$ cat src/rtl/seg7_pkg.sv
// seg7_pkg: shared digit count, active-high segment patterns ({g,f,e,d,c,b,a}) and pattern type
package seg7_pkg;
  localparam int NUM_DIGITS = 4;
  typedef logic [6:0] seg7_t;
  localparam seg7_t SEG_0    = 7'h3F;
  localparam seg7_t SEG_1    = 7'h06;
  localparam seg7_t SEG_2    = 7'h5B;
  localparam seg7_t SEG_3    = 7'h4F;
  localparam seg7_t SEG_4    = 7'h66;
  localparam seg7_t SEG_5    = 7'h6D;
  localparam seg7_t SEG_6    = 7'h7D;
  localparam seg7_t SEG_7    = 7'h07;
  localparam seg7_t SEG_8    = 7'h7F;
  localparam seg7_t SEG_9    = 7'h6F;
  localparam seg7_t SEG_DASH = 7'h40;
  localparam seg7_t SEG_OFF  = 7'h00;
endpackage

$ cat src/rtl/seg7_scan_driver_bcd_to_seg7.sv
// bcd_to_seg7: nibble in -> active-high 7-segment pattern out; A..F show a dash
module bcd_to_seg7
  import seg7_pkg::*;
(
  input  logic [3:0] nib,
  output seg7_t      pat
);
  always_comb begin
    case (nib)
      4'd0:    pat = SEG_0;
      4'd1:    pat = SEG_1;
      4'd2:    pat = SEG_2;
      4'd3:    pat = SEG_3;
      4'd4:    pat = SEG_4;
      4'd5:    pat = SEG_5;
      4'd6:    pat = SEG_6;
      4'd7:    pat = SEG_7;
      4'd8:    pat = SEG_8;
      4'd9:    pat = SEG_9;
      default: pat = SEG_DASH;
    endcase
  end
endmodule

$ cat src/rtl/seg7_scan_driver.sv
// seg7_scan_driver: time-multiplexed 4-digit 7-segment driver with per-frame BCD snapshot
// ports: clk/rst (sync, active-high); bcd, lzb_en, dp_en, blank in; seg, dp, an, frame_start out (registered)
module seg7_scan_driver
  import seg7_pkg::*;
#(
  parameter int REFRESH_DIV    = 100000,
  parameter bit SEG_ACTIVE_LOW = 1'b1,
  parameter bit AN_ACTIVE_LOW  = 1'b1
) (
  input  logic        clk,
  input  logic        rst,
  input  logic [15:0] bcd,
  input  logic        lzb_en,
  input  logic [3:0]  dp_en,
  input  logic        blank,
  output logic [6:0]  seg,
  output logic        dp,
  output logic [3:0]  an,
  output logic        frame_start
);
  localparam int CW = $clog2(REFRESH_DIV);
  localparam int IW = $clog2(NUM_DIGITS);
  logic [CW-1:0] cnt_q, cnt_d;
  logic [IW-1:0] idx_q, idx_d;
  logic [15:0]   snap_q, snap_d;
  logic          frame_start_q, frame_start_d;
  logic [6:0]    seg_q, seg_d;
  logic          dp_q, dp_d;
  logic [3:0]    an_q, an_d;
  logic          tick;
  logic [3:0]    nib;
  seg7_t         pat;
  logic [3:0]    lz;
  logic          blk;
  logic [3:0]    an_act;
  seg7_t         seg_act;
  logic          dp_act;
  bcd_to_seg7 u_dec (.nib(nib), .pat(pat));
  always_comb begin
    tick          = cnt_q == CW'(REFRESH_DIV - 1);
    cnt_d         = tick ? '0 : cnt_q + CW'(1);
    idx_d         = tick ? idx_q + IW'(1) : idx_q;
    frame_start_d = tick && idx_q == IW'(NUM_DIGITS - 1);
    snap_d        = frame_start_d ? bcd : snap_q;
    nib           = snap_q[{idx_q, 2'b00} +: 4];
    // lz[k]: nibbles k..3 all zero; digit 0 is never blanked so a zero value still shows "0"
    lz[3]         = lzb_en && snap_q[15:12] == 4'h0;
    lz[2]         = lz[3] && snap_q[11:8] == 4'h0;
    lz[1]         = lz[2] && snap_q[7:4] == 4'h0;
    lz[0]         = 1'b0;
    blk           = lz[idx_q];
    an_act        = (blank || blk) ? 4'h0 : 4'h1 << idx_q;
    seg_act       = blk ? SEG_OFF : pat;
    dp_act        = dp_en[idx_q] && !blk;
    an_d          = AN_ACTIVE_LOW ? ~an_act : an_act;
    seg_d         = SEG_ACTIVE_LOW ? ~seg_act : seg_act;
    dp_d          = SEG_ACTIVE_LOW ? !dp_act : dp_act;
  end
  always_ff @(posedge clk) begin
    if (rst) begin
      cnt_q         <= '0;
      idx_q         <= '0;
      snap_q        <= 16'h0000;
      frame_start_q <= 1'b0;
      an_q          <= AN_ACTIVE_LOW ? 4'hF : 4'h0;
      seg_q         <= SEG_ACTIVE_LOW ? 7'h7F : 7'h00;
      dp_q          <= SEG_ACTIVE_LOW;
    end else begin
      cnt_q         <= cnt_d;
      idx_q         <= idx_d;
      snap_q        <= snap_d;
      frame_start_q <= frame_start_d;
      an_q          <= an_d;
      seg_q         <= seg_d;
      dp_q          <= dp_d;
    end
  end
  assign seg         = seg_q;
  assign dp          = dp_q;
  assign an          = an_q;
  assign frame_start = frame_start_q;
endmodule
$ cat config.mk
export PLATFORM = sky130hd
export DESIGN_NAME = seg7_scan_driver
export DESIGN_NICKNAME = d
export VERILOG_FILES = /design/src/rtl/seg7_pkg.sv /design/src/rtl/seg7_scan_driver_bcd_to_seg7.sv /design/src/rtl/seg7_scan_driver.sv
export SDC_FILE = /design/constraint.sdc
export NUM_CORES = 1
export LEC_CHECK = 0
export ABC_AREA = 1
export BUFFER_PORTS_ARGS = -buffer_cell sky130_fd_sc_hd__buf_4
export CELL_PAD_IN_SITES_DETAIL_PLACEMENT = 1
export CELL_PAD_IN_SITES_GLOBAL_PLACEMENT = 2
export CORE_UTILIZATION = 24
export DETAILED_ROUTE_END_ITERATION = 8
export PLACE_DENSITY_LB_ADDON = 0.08
export SYNTH_ARGS = -nofsm -noshare
export SYNTH_HDL_FRONTEND = slang
export SYNTH_SLANG_ARGS = --single-unit
$ cat constraint.sdc
create_clock -name clk -period 1.95 [get_ports clk]
set_input_delay 0.0975 -clock clk [delete_from_list [all_inputs] [get_ports clk]]
set_output_delay 0.0975 -clock clk [all_outputs]
set_load 0.02 [all_outputs]
== Word level (Yosys, flattened, before mapping) ==
Memories as Yosys holds them, arrays and structs flattened.
Cells that the tools add are included.
W data, S select, Z words.
Word-level totals
  register bits: 48
  memory bits (read-only): 112
  input bits: 24
  output and inout bits: 13
  logic and storage cells: 35
  memories: 1
Cells by class
  add/sub/neg operators: 2
  $lt $le $gt $ge: 1
  equal/unequal tests: 2
  shift-type cells: 2
  mux-type cells: 6
  bitwise operators: 2
  reductions and logical operators: 12
Memories
  (name not given): words 16, width 7, read ports 1, clocked after memory_dff 0, wr ports 0, line seg7_scan_driver_bcd_to_seg7.sv:9  | case (nib)
Operator list (count)
  $add A17 B1 Y17 const B: 1
  $eq A17 B17 Y1 const B: 1
  $shiftx A16 B5 Y4: 1
  $logic_not A4 Y1: 3
  $mux W7: 1
  $not A7 Y7: 1
  $logic_and A1 B1 Y1: 5
  $bmux W1 S2: 2
  $mux W4: 1
  $not A4 Y4: 1
  $shl A1 B2 Y4 const A: 1
  $lt A2 B3 Y1 const B: 1
  $add A2 B1 Y2 const B: 1
  $eq A2 B2 Y1 const B: 1
  $logic_not A1 Y1: 2
  $mux W1: 2
  $reduce_or A2 Y1: 1
  $logic_or A1 B1 Y1: 1

== Logic depth before layout (Yosys ltp) ==
Gate-level depths: netlist of the first run.
  word-level depth: 9
  mapped depth: 11
  gate-level depth less buffers: 10

== By module ==
From an unflattened synthesis of the first run, not the netlist that was laid out.
Second synthesis, totals
  cell total of the unflattened synthesis: 372
  area, all modules: 2521.2 um^2
By module, submodules not included
  seg7_scan_driver: instances 1, cells each 336, area each 2328.5 um^2, seq. area each 960.9 um^2
  bcd_to_seg7: instances 1, cells each 36, area each 192.7 um^2, seq. area each 0.0 um^2

== Worst setup path before layout of the first run ==
Ideal clock, no wire load.
  path type: register to register
  start: register idx_q[0]
  end: register seg_q[3], in the netlist seg[3]
  setup time: 0.126 ns
  arrival: 1.468 ns
  data required time: 1.824 ns
  setup slack: 0.356 ns
  cell stages (with the launch flop): 10
  path buffers: 1
  cell sequence: dfxtp_1 -> inv_1 -> buf_2 -> nand2_1 -> a32oi_1 -> inv_1 -> ha_1 -> nand2_1 -> nand3_1 -> nand2_1
On the way
  longest elaborated chain between the ends: 4
  elaborated cells on any way between the ends: 6
  those cells by class: shift: 1; mux: 3; bitwise: 1; memory: 1
Ends and longest elaborated chain
  from (decl): line seg7_scan_driver.sv:24  | logic [IW-1:0] idx_q, idx_d;
  from (signal assigned): line seg7_scan_driver.sv:70  | idx_q <= idx_d;
  $shiftx A16 B5 Y4 or $bmux W1 S2 (tied branches): line seg7_scan_driver.sv:45, seg7_scan_driver.sv:51
  $mem_v2 Z16 W7 or $mux W1 (tied branches)
  $mux W7 (*): line seg7_scan_driver.sv:53  | seg_act = blk ? SEG_OFF : pat;
  $not A7 Y7 (*): line seg7_scan_driver.sv:56  | seg_d = SEG_ACTIVE_LOW ? ~seg_act : seg_act;
  to (signal assigned): line seg7_scan_driver.sv:66  | seg_q <= SEG_ACTIVE_LOW ? 7'h7F : 7'h00;
  to (signal assigned): line seg7_scan_driver.sv:74  | seg_q <= seg_d;
  to (decl): line seg7_scan_driver.sv:27  | logic [6:0] seg_q, seg_d;
Mark *: on every way between the ends. The rest lies on a longest branch, timed or not. The select of a mux whose other input is x is not followed.
A chain may end at the register's enable or synchronous reset.

== Final worst setup path of the first run ==
Same ends and word-level chain as after synthesis.

==> out/summary.log, run 1 <==
[outcome] run status finished, final reports clean
[timing] Final Hold Viols 0
[synth] post-synthesis sequential area ratio 40.10%
[timing] RSZ-0062 raised after global routing no
[worst_setup_path] crit path kind flip-flop to flip-flop
[layout] Area growth syn-to-layout 22.19%
[detailed_routing] number of DRC violations after detailed routing 0
[detailed_routing] drt total wl 6325 microns
[synth] library cell with the largest summed area after synthesis dfxtp_1
[detailed_routing] drt via density 4.245
[global_route] met2 track utilization from global routing 25.73%
[layout] fraction of the core area covered by cells at the end of the flow 30.09%
[worst_setup_path] Data required, critical path 2.14 ns
[detailed_routing] number of violations reported at the end of detailed-routing iteration 0 47
[global_route] GRT Overall Usage 13.87%
[clock_network] count of buffers added by post-CTS timing repair for setup 0
[synth] number of synthesized register bits 48
[clock_network] clock tree root driver cell clkbuf_8
[layout] leading cell types in the layout, fill and taps excluded nand2_1 (81), nor2_1 (70), dfxtp_1 (48), buf_4 (44), inv_1 (39)
[synth] most area-consuming cells after synthesis dfxtp_1 (40%), nand2_1 (13%), nor2_1 (11%)
[power_and_ir_drop] leakage power 1.309 nW
[synth] number of nets in the synthesized netlist 378
[clock_network] worst-skew pair later-pin latency 0.30 ns
[synth] number of unique standard cell types used by synthesis 30
[power_and_ir_drop] worst vdd ir 0.0002519 V
[clock_network] CTS tree built
[detailed_routing] average detailed-routed wire length per instance 12.19 microns
[floorplanning] initial core utilization 24.63%
[worst_setup_path] CP endpoint kind flip-flop
[timing] smallest hold slack 0.02220 ns
[global_route] GR Layer Usage met1 16.65%
[placement] gp weighted congestion 0.7675
[detailed_routing] total number of vias 2203
[synth] number of synthesized flops with an enable pin 0
[timing] Total Neg Setup Slack 0 ns
[layout] leading cell type in the layout, fill and taps excluded nand2_1
[synth] top cell type's share of synthesized area 40.10%
[global_route] maximum number of pins on one net before global-route repair 18
[clock_network] maximum clock path buffer count 2
[floorplanning] width of the die 101.9 microns
[clock_network] total clock sinks 48
[worst_setup_path] critical path startpoint category flip-flop
[floorplanning] number of placement rows 36
[worst_setup_path] largest fanout on the critical path 13
[clock_network] Clock Pin Slew Worst Setup and Hold Paths 0.10 ns
[synth] count of warnings emitted by yosys 0
[synth] combined area of all synthesized cells 2396 sq um
[synth] async set or reset register ratio after synthesis 0%
[job] max-cap violation count 0
[synth] most used flip-flop cell after synthesis dfxtp_1
[layout] fraction of final layout cells sized beyond drive strength 1 16.84%
[timing] final worst path period need 1.692 ns
[synth] Post-Syn Instances 344
[placement] pre-CTS setup slack 0.2058 ns
[floorplanning] overall die area 10390 sq um
[synth] average cell area after synthesis 6.965 sq um
[floorplanning] height of the chip 101.9 microns
[timing] worst clock skew 0.007719 ns
[timing] fmax 591.2 MHz
[layout] Nets 419
[floorplanning] area inside the core boundary 9729 sq um
[global_route] antenna violations before repair 0
[global_route] vias in the first global route 2388
[clock_network] H-tree depth reported by CTS 2
[min_path] Hold Path Class primary input to flip-flop
[global_route] Global Route met3 Usage 2.326%
[timing] transition time at the pin with the least slew margin 0.4154 ns
[global_route] total congestion overflow after global routing 0
[power_and_ir_drop] power per standard cell area 597.7 nW/um^2
[detailed_routing] number of antenna-violating nets in the routed design 0
[timing] max-slew violations 0
[layout] total inserted antenna cells 0
[placement] count of input and output buffers 36
[clock_network] cts bufs inserted 5
[timing] post-route worst setup slack 0.2584 ns
[placement] dpl hpwl 4870 microns
[timing] worst-case headroom to the max-slew limit 72.20%
[floorplanning] count of boundary I/O pins 37
[timing] total setup violations reported at the end of the flow 0
[detailed_routing] number of iterations in the first detailed-routing pass 4
[global_route] global-route wire length before repair 11290 microns
[global_route] highest-utilization routing layer at the global route stage met2
[worst_setup_path] worst endpoint data arrival time 1.88 ns
[timing] portion of the clock cycle consumed by the worst path in the final layout 86.75%
## sequential cells by signal (all words and copies together), names as in the netlist
register and count:
cnt_q 17, snap_q 16, seg 7, an 4
idx_q 2, dp 1, frame_start 1
## kinds of logic after synthesis
family | synth area share, %
adders and majority gates | 5.222
AOI/OAI and AO/OA | 4.282
and+or+nand+nor | 37.28
xor gates and xnor gates | 3.290
buffers and inverters | 9.817
DFF | 40.10
## final cells by class
cell class,instances,area (sq um)
Fill cell,1253,6802
Multi-Input combinational cell,241,1200
Sequential cell,48,960.9
Timing Repair Buffer,45,340.3
Inverter,44,166.4
Tap cell,133,166.4
Clock buffer,7,86.33
Clock inverter,1,7.507
## power breakdown
part           internal, mW  total (mW)  switching, mW
clock network         0.289       0.640          0.350
registers             0.993       0.999        0.00548
logic                0.0563       0.111         0.0549
total                  1.34        1.75          0.411
## Yosys cell counts (4+ instances only)
library cell / number
a21oi_1: 7
buf_2: 4
dfxtp_1: 48
ha_1: 10
inv_1: 40
nand2_1: 81
nand3_1: 17
nand4_1: 19
nor2_1: 70
nor3_1: 6
o21ai_0: 8
xor2_1: 7
## routing by layer
layer	routed length [microns]	vias up
met2	3120	25
met4	31	0
met1	2996	1021
li1	-	1155
met3	176	2
met5	0	-
## path summary, 6_finish.rpt
kind | startpoint | end | slack [ns] | cells past startpoint
worst max-delay path | idx_q[0] | seg[3] | 0.26 | 8
worst min-delay path | blank | an[2] | 0.02 | 3
worst max register to register | idx_q[0] | seg[3] | 0.26 | 8
worst min register to register | cnt_q[0] | cnt_q[0] | 0.46 | 1
## worst max-delay path: stages, from the launching register on
cell and delay (ns):
dfxtp_1 0.35, buf_4 0.20, nand2_1 0.08, a32oi_1 0.33
inv_1 0.14, ha_1 0.30, nand2_1 0.06, nand3_1 0.07
nand2_1 0.05
## through the flow
stage	total power, mW	std cells	area, sq um
after floorplan	1.073	344	2396
after global placement	1.134	510	2824
after detailed placement	1.136	510	2824
after CTS	1.803	519	2928
after global routing	1.860	519	2928
final	1.750	519	2928
## timing repair
action / in CTS / in global routing
endpoints found under the hold margin: 1 / 0
setup endpoints to repair: 0 / 1
hold buffers: 1 / 0
gates resized for setup: 0 / 1
(Power assumes the default switching activity.)
==> run 2, diff against run 1 <==
--- a/config.mk
+++ b/config.mk
@@ -5,13 +5,14 @@
 export SDC_FILE = /design/constraint.sdc
 export NUM_CORES = 1
 export LEC_CHECK = 0
-export ABC_AREA = 1
 export BUFFER_PORTS_ARGS = -buffer_cell sky130_fd_sc_hd__buf_4
 export CELL_PAD_IN_SITES_DETAIL_PLACEMENT = 1
 export CELL_PAD_IN_SITES_GLOBAL_PLACEMENT = 2
 export CORE_UTILIZATION = 24
+export CTS_BUF_LIST = sky130_fd_sc_hd__clkbuf_8
 export DETAILED_ROUTE_END_ITERATION = 8
 export PLACE_DENSITY_LB_ADDON = 0.08
+export SKIP_LAST_GASP = 1
 export SYNTH_ARGS = -nofsm -noshare
 export SYNTH_HDL_FRONTEND = slang
 export SYNTH_SLANG_ARGS = --single-unit
==> run 2 against run 1 <==
Net effect: clock skew increased by 0.00076 ns; sequential share of layout area rose by 0.43 points; fmax down 5.9%; largest power group unchanged.
==> out/summary.log, run 2 <==
[worst_setup_path] worst endpoint data arrival time 1.98 ns [was 1.88 ns]
[detailed_routing] drt total wl 5554 microns [was 6325 microns]
[min_path] endpoint of the worst hold-timing path an[3] [was an[2]]
[synth] most used flip-flop cell after synthesis dfxtp_1 [unchanged]
[timing] Final Hold Viols 0 [unchanged]
[worst_setup_path] reg-to-reg slack, setup 0.15 ns [was 0.26 ns]
[floorplanning] initial core utilization 24.95% [was 24.63%]
[synth] library cell with the largest summed area after synthesis dfxtp_1 [unchanged]
[timing] portion of the clock cycle consumed by the worst path in the final layout 92.23% [was 86.75%]
[timing] total setup violations reported at the end of the flow 0 [unchanged]
[clock_network] clock tree root driver cell clkbuf_8 [unchanged]
[synth] most area-consuming cells after synthesis dfxtp_1 (41%), mux2i_1 (8.2%), nand2_1 (5.8%) [was dfxtp_1 (40%), nand2_1 (13%), nor2_1 (11%)]
[worst_setup_path] terminus of the critical flop-to-flop path seg[3] [unchanged]
[worst_setup_path] critical path startpoint category flip-flop [unchanged]
[floorplanning] height of the chip 100.2 microns [was 101.9 microns]
[timing] final worst path period need 1.799 ns [was 1.692 ns]
[clock_network] CTS tree built [unchanged]
[layout] # fillers 1103 [was 1253]
[floorplanning] count of boundary I/O pins 37 [unchanged]
[worst_setup_path] reg2reg start idx_q[0] [unchanged]
[detailed_routing] number of violations reported at the end of detailed-routing iteration 0 28 [was 47]
[min_path] Hold Path Origin blank [unchanged]
[clock_network] maximum clock path buffer count 2 [unchanged]
[layout] fraction of final layout cells sized beyond drive strength 1 25.35% [was 16.84%]
[layout] final instance count without filler cells 417 [was 519]
[min_path] Hold Path Class primary input to flip-flop [unchanged]
[worst_setup_path] Data required, critical path 2.14 ns [about the same]
[layout] Nets 321 [was 419]
[layout] fraction of the core area covered by cells at the end of the flow 31.17% [was 30.09%]
[worst_setup_path] largest fanout on the critical path 5 [was 13]
[detailed_routing] number of antenna-violating nets in the routed design 0 [unchanged]
[clock_network] worst-skew pair later-pin latency 0.31 ns [was 0.30 ns]
[job] max-cap violation count 0 [unchanged]
[synth] count of warnings emitted by yosys 0 [unchanged]
[synth] number of unique standard cell types used by synthesis 43 [was 30]
[detailed_routing] drt via density 4.324 [was 4.245]
[detailed_routing] number of iterations in the first detailed-routing pass 4 [unchanged]
[synth] Post-Syn Instances 243 [was 344]
[timing] worst clock skew 0.008475 ns [was 0.007719 ns]
[worst_setup_path] crit path kind flip-flop to flip-flop [unchanged]
[layout] largest register by flop count cnt_q [unchanged]
[timing] Total Neg Setup Slack 0 ns [unchanged]
[synth] number of nets in the synthesized netlist 277 [was 378]
[synth] top cell type's share of synthesized area 41.49% [was 40.10%]
[floorplanning] overall die area 10050 sq um [was 10390 sq um]
[synth] async set or reset register ratio after synthesis 0% [unchanged]
[global_route] total congestion overflow after global routing 0 [unchanged]
[synth] average cell area after synthesis 9.531 sq um [was 6.965 sq um]
[placement] gp weighted congestion 0.6857 [was 0.7675]
[worst_setup_path] Worst Reg2Reg Path Length in Cells 7 [was 8]
[clock_network] cts bufs inserted 5 [unchanged]
[detailed_routing] total number of vias 1803 [was 2203]
[placement] placed cell count 408 [was 510]
[timing] fmax 556.0 MHz [was 591.2 MHz]
[global_route] antenna violations before repair 0 [unchanged]
[floorplanning] width of the die 100.2 microns [was 101.9 microns]
[synth] combined area of all synthesized cells 2316 sq um [was 2396 sq um]
[detailed_routing] average detailed-routed wire length per instance 13.32 microns [was 12.19 microns]
[floorplanning] area inside the core boundary 9284 sq um [was 9729 sq um]
[timing] RSZ-0062 raised after global routing no [unchanged]
[global_route] GRT Overall Usage 11.92% [was 13.87%]
[detailed_routing] number of DRC violations after detailed routing 0 [unchanged]
[worst_setup_path] CP endpoint kind flip-flop [unchanged]
[synth] post-synthesis sequential area ratio 41.49% [was 40.10%]
[power_and_ir_drop] power per standard cell area 641.4 nW/um^2 [was 597.7 nW/um^2]
[global_route] vias in the first global route 1848 [was 2388]
[layout] flip-flop count of the largest register after layout 17 [unchanged]
[clock_network] H-tree depth reported by CTS 2 [unchanged]
[power_and_ir_drop] leakage power 1.115 nW [was 1.309 nW]
[synth] number of synthesized flops with an enable pin 0 [unchanged]
[timing] worst-case headroom to the max-slew limit 77.21% [was 72.20%]
[floorplanning] number of placement rows 35 [was 36]
[global_route] global-route wire length before repair 9356 microns [was 11290 microns]
[layout] total inserted antenna cells 0 [unchanged]
[synth] top cell types by occurrence after synthesis dfxtp_1 (48), nand2_1 (36), mux2i_1 (19) [was nand2_1 (81), nor2_1 (70), dfxtp_1 (48)]
[synth] most frequent cell after synthesis dfxtp_1 [was nand2_1]
[timing] transition time at the pin with the least slew margin 0.3387 ns [was 0.4154 ns]
[layout] Area growth syn-to-layout 24.96% [was 22.19%]
[timing] max-slew violations 0 [unchanged]
[synth] number of synthesized register bits 48 [unchanged]
[outcome] run status finished, final reports clean [unchanged]
[placement] count of input and output buffers 36 [unchanged]
[clock_network] total clock sinks 48 [unchanged]
[layout] leading cell type in the layout, fill and taps excluded buf_4 [was nand2_1]
[placement] dpl hpwl 4218 microns [was 4870 microns]
[min_path] number of cells on the worst hold path 2 [was 3]
[global_route] maximum number of pins on one net before global-route repair 33 [was 18]
[clock_network] Clock Pin Slew Worst Setup and Hold Paths 0.10 ns [about the same]
[layout] leading cell types in the layout, fill and taps excluded buf_4 (48), dfxtp_1 (47), nand2_1 (36), mux2i_1 (19), nor2_1 (18) [was nand2_1 (81), nor2_1 (70), dfxtp_1 (48), buf_4 (44), inv_1 (39)]
[clock_network] count of buffers added by post-CTS timing repair for setup 0 [unchanged]
[power_and_ir_drop] worst vdd ir 0.0002480 V [was 0.0002519 V]
run 2: cell count changes after synthesis, sizes merged, moves of 3 or more:
cell / change
mux4: +5
mux2i: +19
nand3: -7
nand4b: +5
or2: +3
nor2: -57
and2: +3
nand2: -48
o21ai: -3
nand4: -12
nor3: -3
inv: -31
clkbuf: +3
or3: +5
run 2: how the worst max path moves through the flow:
| stage | from | to |
|---|---|---|
| after floorplan | idx_q[0] | seg[3] |
| after global placement | idx_q[0] | seg[3] |
| after detailed placement | idx_q[0] | seg[3] |
| after CTS | idx_q[0] | seg[3] |
| after global routing | idx_q[0] | seg[3] |
| final | idx_q[0] | seg[3] |
run 2: critical path, stage by stage (launching register included):
cell and delay [ns]:
dfxtp_2 0.41, mux4_2 0.56, inv_1 0.10, ha_1 0.16
inv_1 0.04, or2_1 0.21, mux2i_1 0.13, nand3_1 0.08
run 2: report_power, final:
group / internal, mW / switching, mW
logic: 0.0609 / 0.0596
registers: 0.994 / 0.00485
clock network: 0.380 / 0.357
total: 1.43 / 0.422
run 2: per-stage QoR:
stage	total power, mW	setup slack [ns]	instance area (sq um)	hold WS (ns)
4_1_cts	1.900	0.02815	2893	0.006436
6_report	1.856	0.1514	2894	0.01126
3_5_place_dp	1.144	0.05121	2771	0.3234
5_1_grt	1.943	0.01989	2894	0.01273
2_1_floorplan	1.076	0.08394	2316	0.1699
3_3_place_gp	1.143	0.1097	2771	0.3190
run 2: cell type report:
class,count,area (sq um),share of cell area (%)
multi-input combinational,170,1224,42.28
sequential,48,962.2,33.25
timing repair buffer,50,390.4,13.49
tap,129,161.4,5.577
clock buffer,5,68.82,2.378
inverter,12,45.04,1.556
clock inverter,3,42.54,1.470
run 2: timing repair:
item / CTS / global route
setup endpoints to repair: 0 / 3
endpoints found under the hold margin: 4 / 0
hold buffers: 1 / 0
resized for setup: 0 / 1
run 2: cells by family (layout without fill, tap and decap cells):
| logic type | after synthesis | after routing | synth area share [%] |
|---|---|---|---|
| AOI/OAI and AO/OA | 19 | 19 | 4.592 |
| xor gates and xnor gates | 11 | 11 | 4.160 |
| adders and majority gates | 10 | 10 | 5.402 |
| buffers and inverters | 25 | 70 | 5.672 |
| DFF | 48 | 48 | 41.49 |
| muxes | 25 | 25 | 13.56 |
| and+or+nand+nor | 105 | 105 | 25.12 |
run 2: per-layer routing:
layer / vias up / global-route usage [%] / share of wire [%]
met5: - / 0 / 0
met4: 0 / 3.679 / 1.3
met3: 6 / 2.646 / 3.5
met2: 32 / 17.97 / 42
met1: 841 / 16.89 / 53
li1: 924 / - / -
==> run 3, diff against run 2 <==
--- a/config.mk
+++ b/config.mk
@@ -8,7 +8,7 @@
 export BUFFER_PORTS_ARGS = -buffer_cell sky130_fd_sc_hd__buf_4
 export CELL_PAD_IN_SITES_DETAIL_PLACEMENT = 1
 export CELL_PAD_IN_SITES_GLOBAL_PLACEMENT = 2
-export CORE_UTILIZATION = 24
+export CORE_UTILIZATION = 25
 export CTS_BUF_LIST = sky130_fd_sc_hd__clkbuf_8
 export DETAILED_ROUTE_END_ITERATION = 8
 export PLACE_DENSITY_LB_ADDON = 0.08
==> run 3 against run 2 <==
Net effect: the run now ends with DRC left; sequential share of layout area grew 0.13 points; worst hold slack gained 0.020 ns; first-iteration DRC count grew 21%; die area shrank 3.9%; cell count shrank 5.0%; fmax grew 0.61%; utilization grew 1.4 points; power grew 0.51%; critical path depth is the same; flip-flop and latch count is the same; register-to-register slack is essentially flat; cell area shrank 0.39%; critical path type unchanged; critical endpoint unchanged.
==> out/summary.log, run 3 (synthesis results as in run 2) <==
[worst_setup_path] CP endpoint kind flip-flop [unchanged]
[detailed_routing] post-route met1 wirelength 2977 microns [was 2959 microns]
[detailed_routing] number of DRC violations after detailed routing 4 [was 0]
[detailed_routing] number of iterations in the first detailed-routing pass 6 [was 4]
[clock_network] count of buffers added by post-CTS timing repair for setup 0 [unchanged]
[placement] placed cell count 386 [was 408]
[detailed_routing] number of violations reported at the end of detailed-routing iteration 0 34 [was 28]
[floorplanning] initial core utilization 26.17% [was 24.95%]
[floorplanning] width of the die 98.25 microns [was 100.2 microns]
[worst_setup_path] largest fanout on the critical path 4 [was 5]
[placement] dpl hpwl 4042 microns [was 4218 microns]
[layout] total inserted antenna cells 0 [unchanged]
[layout] Area growth syn-to-layout 24.47% [was 24.96%]
[power_and_ir_drop] power per standard cell area 647.2 nW/um^2 [was 641.4 nW/um^2]
[placement] instance area at placement 2750 sq um [was 2771 sq um]
[detailed_routing] drt via density 4.553 [was 4.324]
[global_route] global-route wire length before repair 9480 microns [was 9356 microns]
[timing] worst clock skew 0.009703 ns [was 0.008475 ns]
[layout] leading cell type in the layout, fill and taps excluded dfxtp_1 [was buf_4]
[floorplanning] area inside the core boundary 8848 sq um [was 9284 sq um]
[timing] transition time at the pin with the least slew margin 0.3421 ns [was 0.3387 ns]
[worst_setup_path] Worst Reg2Reg Path Length in Cells 7 [unchanged]
[timing] RSZ-0062 raised after global routing no [unchanged]
[worst_setup_path] Data required, critical path 2.13 ns [was 2.14 ns]
[clock_network] maximum clock path buffer count 2 [unchanged]
[clock_network] worst-skew pair later-pin latency 0.31 ns [about the same]
[worst_setup_path] worst endpoint data arrival time 1.97 ns [was 1.98 ns]
[detailed_routing] drt total wl 5414 microns [was 5554 microns]
[clock_network] clock tree root driver cell clkbuf_8 [unchanged]
[timing] Total Neg Setup Slack 0 ns [unchanged]
[clock_network] Clock Pin Slew Worst Setup and Hold Paths 0.10 ns [about the same]
[floorplanning] number of placement rows 34 [was 35]
[global_route] maximum number of pins on one net before global-route repair 33 [unchanged]
[global_route] total congestion overflow after global routing 0 [unchanged]
[timing] worst-case headroom to the max-slew limit 76.98% [was 77.21%]
[layout] fraction of the core area covered by cells at the end of the flow 32.58% [was 31.17%]
[layout] leading cell types in the layout, fill and taps excluded dfxtp_1 (47), buf_4 (46), nand2_1 (36), mux2i_1 (19), nor2_1 (18) [was buf_4 (48), dfxtp_1 (47), nand2_1 (36), mux2i_1 (19), nor2_1 (18)]
[min_path] Hold Path Class primary input to flip-flop [unchanged]
[global_route] vias in the first global route 1877 [was 1848]
[min_path] Hold Path Origin bcd[3] [was blank]
[global_route] antenna violations before repair 0 [unchanged]
[min_path] number of cells on the worst hold path 3 [was 2]
[power_and_ir_drop] post-layout power 1.866 mW [was 1.856 mW]
[clock_network] CTS tree built [unchanged]
[clock_network] H-tree depth reported by CTS 2 [unchanged]
[timing] Final Hold Viols 0 [unchanged]
[timing] portion of the clock cycle consumed by the worst path in the final layout 91.67% [was 92.23%]
[power_and_ir_drop] leakage power 1.118 nW [was 1.115 nW]
[worst_setup_path] reg2reg start idx_q[0] [unchanged]
[placement] pre-CTS setup slack 0.1169 ns [was 0.05121 ns]
[detailed_routing] total length of routed met2 wires 2134 microns [was 2325 microns]
[global_route] GRT Overall Usage 12.33% [was 11.92%]
[worst_setup_path] critical path startpoint category flip-flop [unchanged]
[layout] fraction of final layout cells sized beyond drive strength 1 25.00% [was 25.35%]
[placement] count of input and output buffers 36 [unchanged]
[clock_network] total clock sinks 48 [unchanged]
[outcome] violated checks DRC
[timing] smallest hold slack 0.03132 ns [was 0.01126 ns]
[layout] final instance count without filler cells 396 [was 417]
[timing] max-slew violations 0 [unchanged]
[floorplanning] count of boundary I/O pins 37 [unchanged]
[timing] post-route worst setup slack 0.1624 ns [was 0.1514 ns]
[clock_network] cts bufs inserted 5 [unchanged]
[outcome] run status finished, violations left [was finished, final reports clean]
[layout] combined area of the multi-input logic cells 1224 sq um [unchanged]
[layout] Nets 321 [unchanged]
[layout] # fillers 1048 [was 1103]
[worst_setup_path] crit path kind flip-flop to flip-flop [unchanged]
[timing] fmax 559.4 MHz [was 556.0 MHz]
[placement] gp weighted congestion 0.6747 [was 0.6857]
[worst_setup_path] Worst Setup SP idx_q[0] [unchanged]
[detailed_routing] total number of vias 1803 [unchanged]
[detailed_routing] number of antenna-violating nets in the routed design 0 [unchanged]
[layout] largest register by flop count cnt_q [unchanged]
[detailed_routing] DR WL met3 241 microns [was 195 microns]
[power_and_ir_drop] worst vdd ir 0.0002356 V [was 0.0002480 V]
[timing] final worst path period need 1.788 ns [was 1.799 ns]
[layout] flip-flop count of the largest register after layout 17 [unchanged]
[detailed_routing] highest routed metal layer met4 [unchanged]
[job] max-cap violation count 0 [unchanged]
[detailed_routing] average detailed-routed wire length per instance 13.67 microns [was 13.32 microns]
[floorplanning] height of the chip 98.25 microns [was 100.2 microns]
[layout] post-route design area 2883 sq um [was 2894 sq um]
[floorplanning] overall die area 9653 sq um [was 10050 sq um]
[layout] sequential standard cell area 962.2 sq um [unchanged]
[timing] total setup violations reported at the end of the flow 0 [unchanged]
[run 3: cell types whose count changed in the layout (fill, tap and decap cells not counted), sizes merged]
cell and change:
buf -1, dlygate4sd3 +1
[run 3: path summary, 6_finish.rpt]
kind / end / slack (ns)
worst min register to register: cnt_q[0] / 0.45
worst min-delay path: snap_q[3] / 0.03
worst max-delay path: seg[3] / 0.16
worst max register to register: seg[3] / 0.16
[run 3: layout make-up]
cell class              count  area share [%]
inverters                  12           1.563
clock buffers               5           2.387
repair buffers             50           14.06
well taps                 108           4.688
multi-input cells         170           42.45
clock inverters             3           1.476
flip-flops and latches     48           33.38
[run 3: worst max-delay path, cell delays in order, from the launching register on]
cell and delay [ns]:
dfxtp_2 0.39, mux4_2 0.55, inv_1 0.10, ha_1 0.15, inv_1 0.04, or2_1 0.22
mux2i_1 0.13, nand3_1 0.09
[run 3: where the power goes]
| group | switching, mW | internal (mW) |
|---|---|---|
| clock network | 0.362 | 0.380 |
| registers | 0.00471 | 0.994 |
| logic | 0.0604 | 0.0648 |
| total | 0.427 | 1.44 |
[run 3: routing by layer]
metal | vias to the layer above | global-route usage, %
met3 | 6 | 2.219
met5 | - | 0
met2 | 38 | 17.77
met4 | 0 | 5.166
met1 | 831 | 17.96
li1 | 928 | -
[run 3: what timing repair did]
item                                   in CTS  in global routing
setup endpoints to repair                   0                  2
endpoints found under the hold margin       7                  0
hold buffers                                2                  0
gates resized for setup                     0                  1
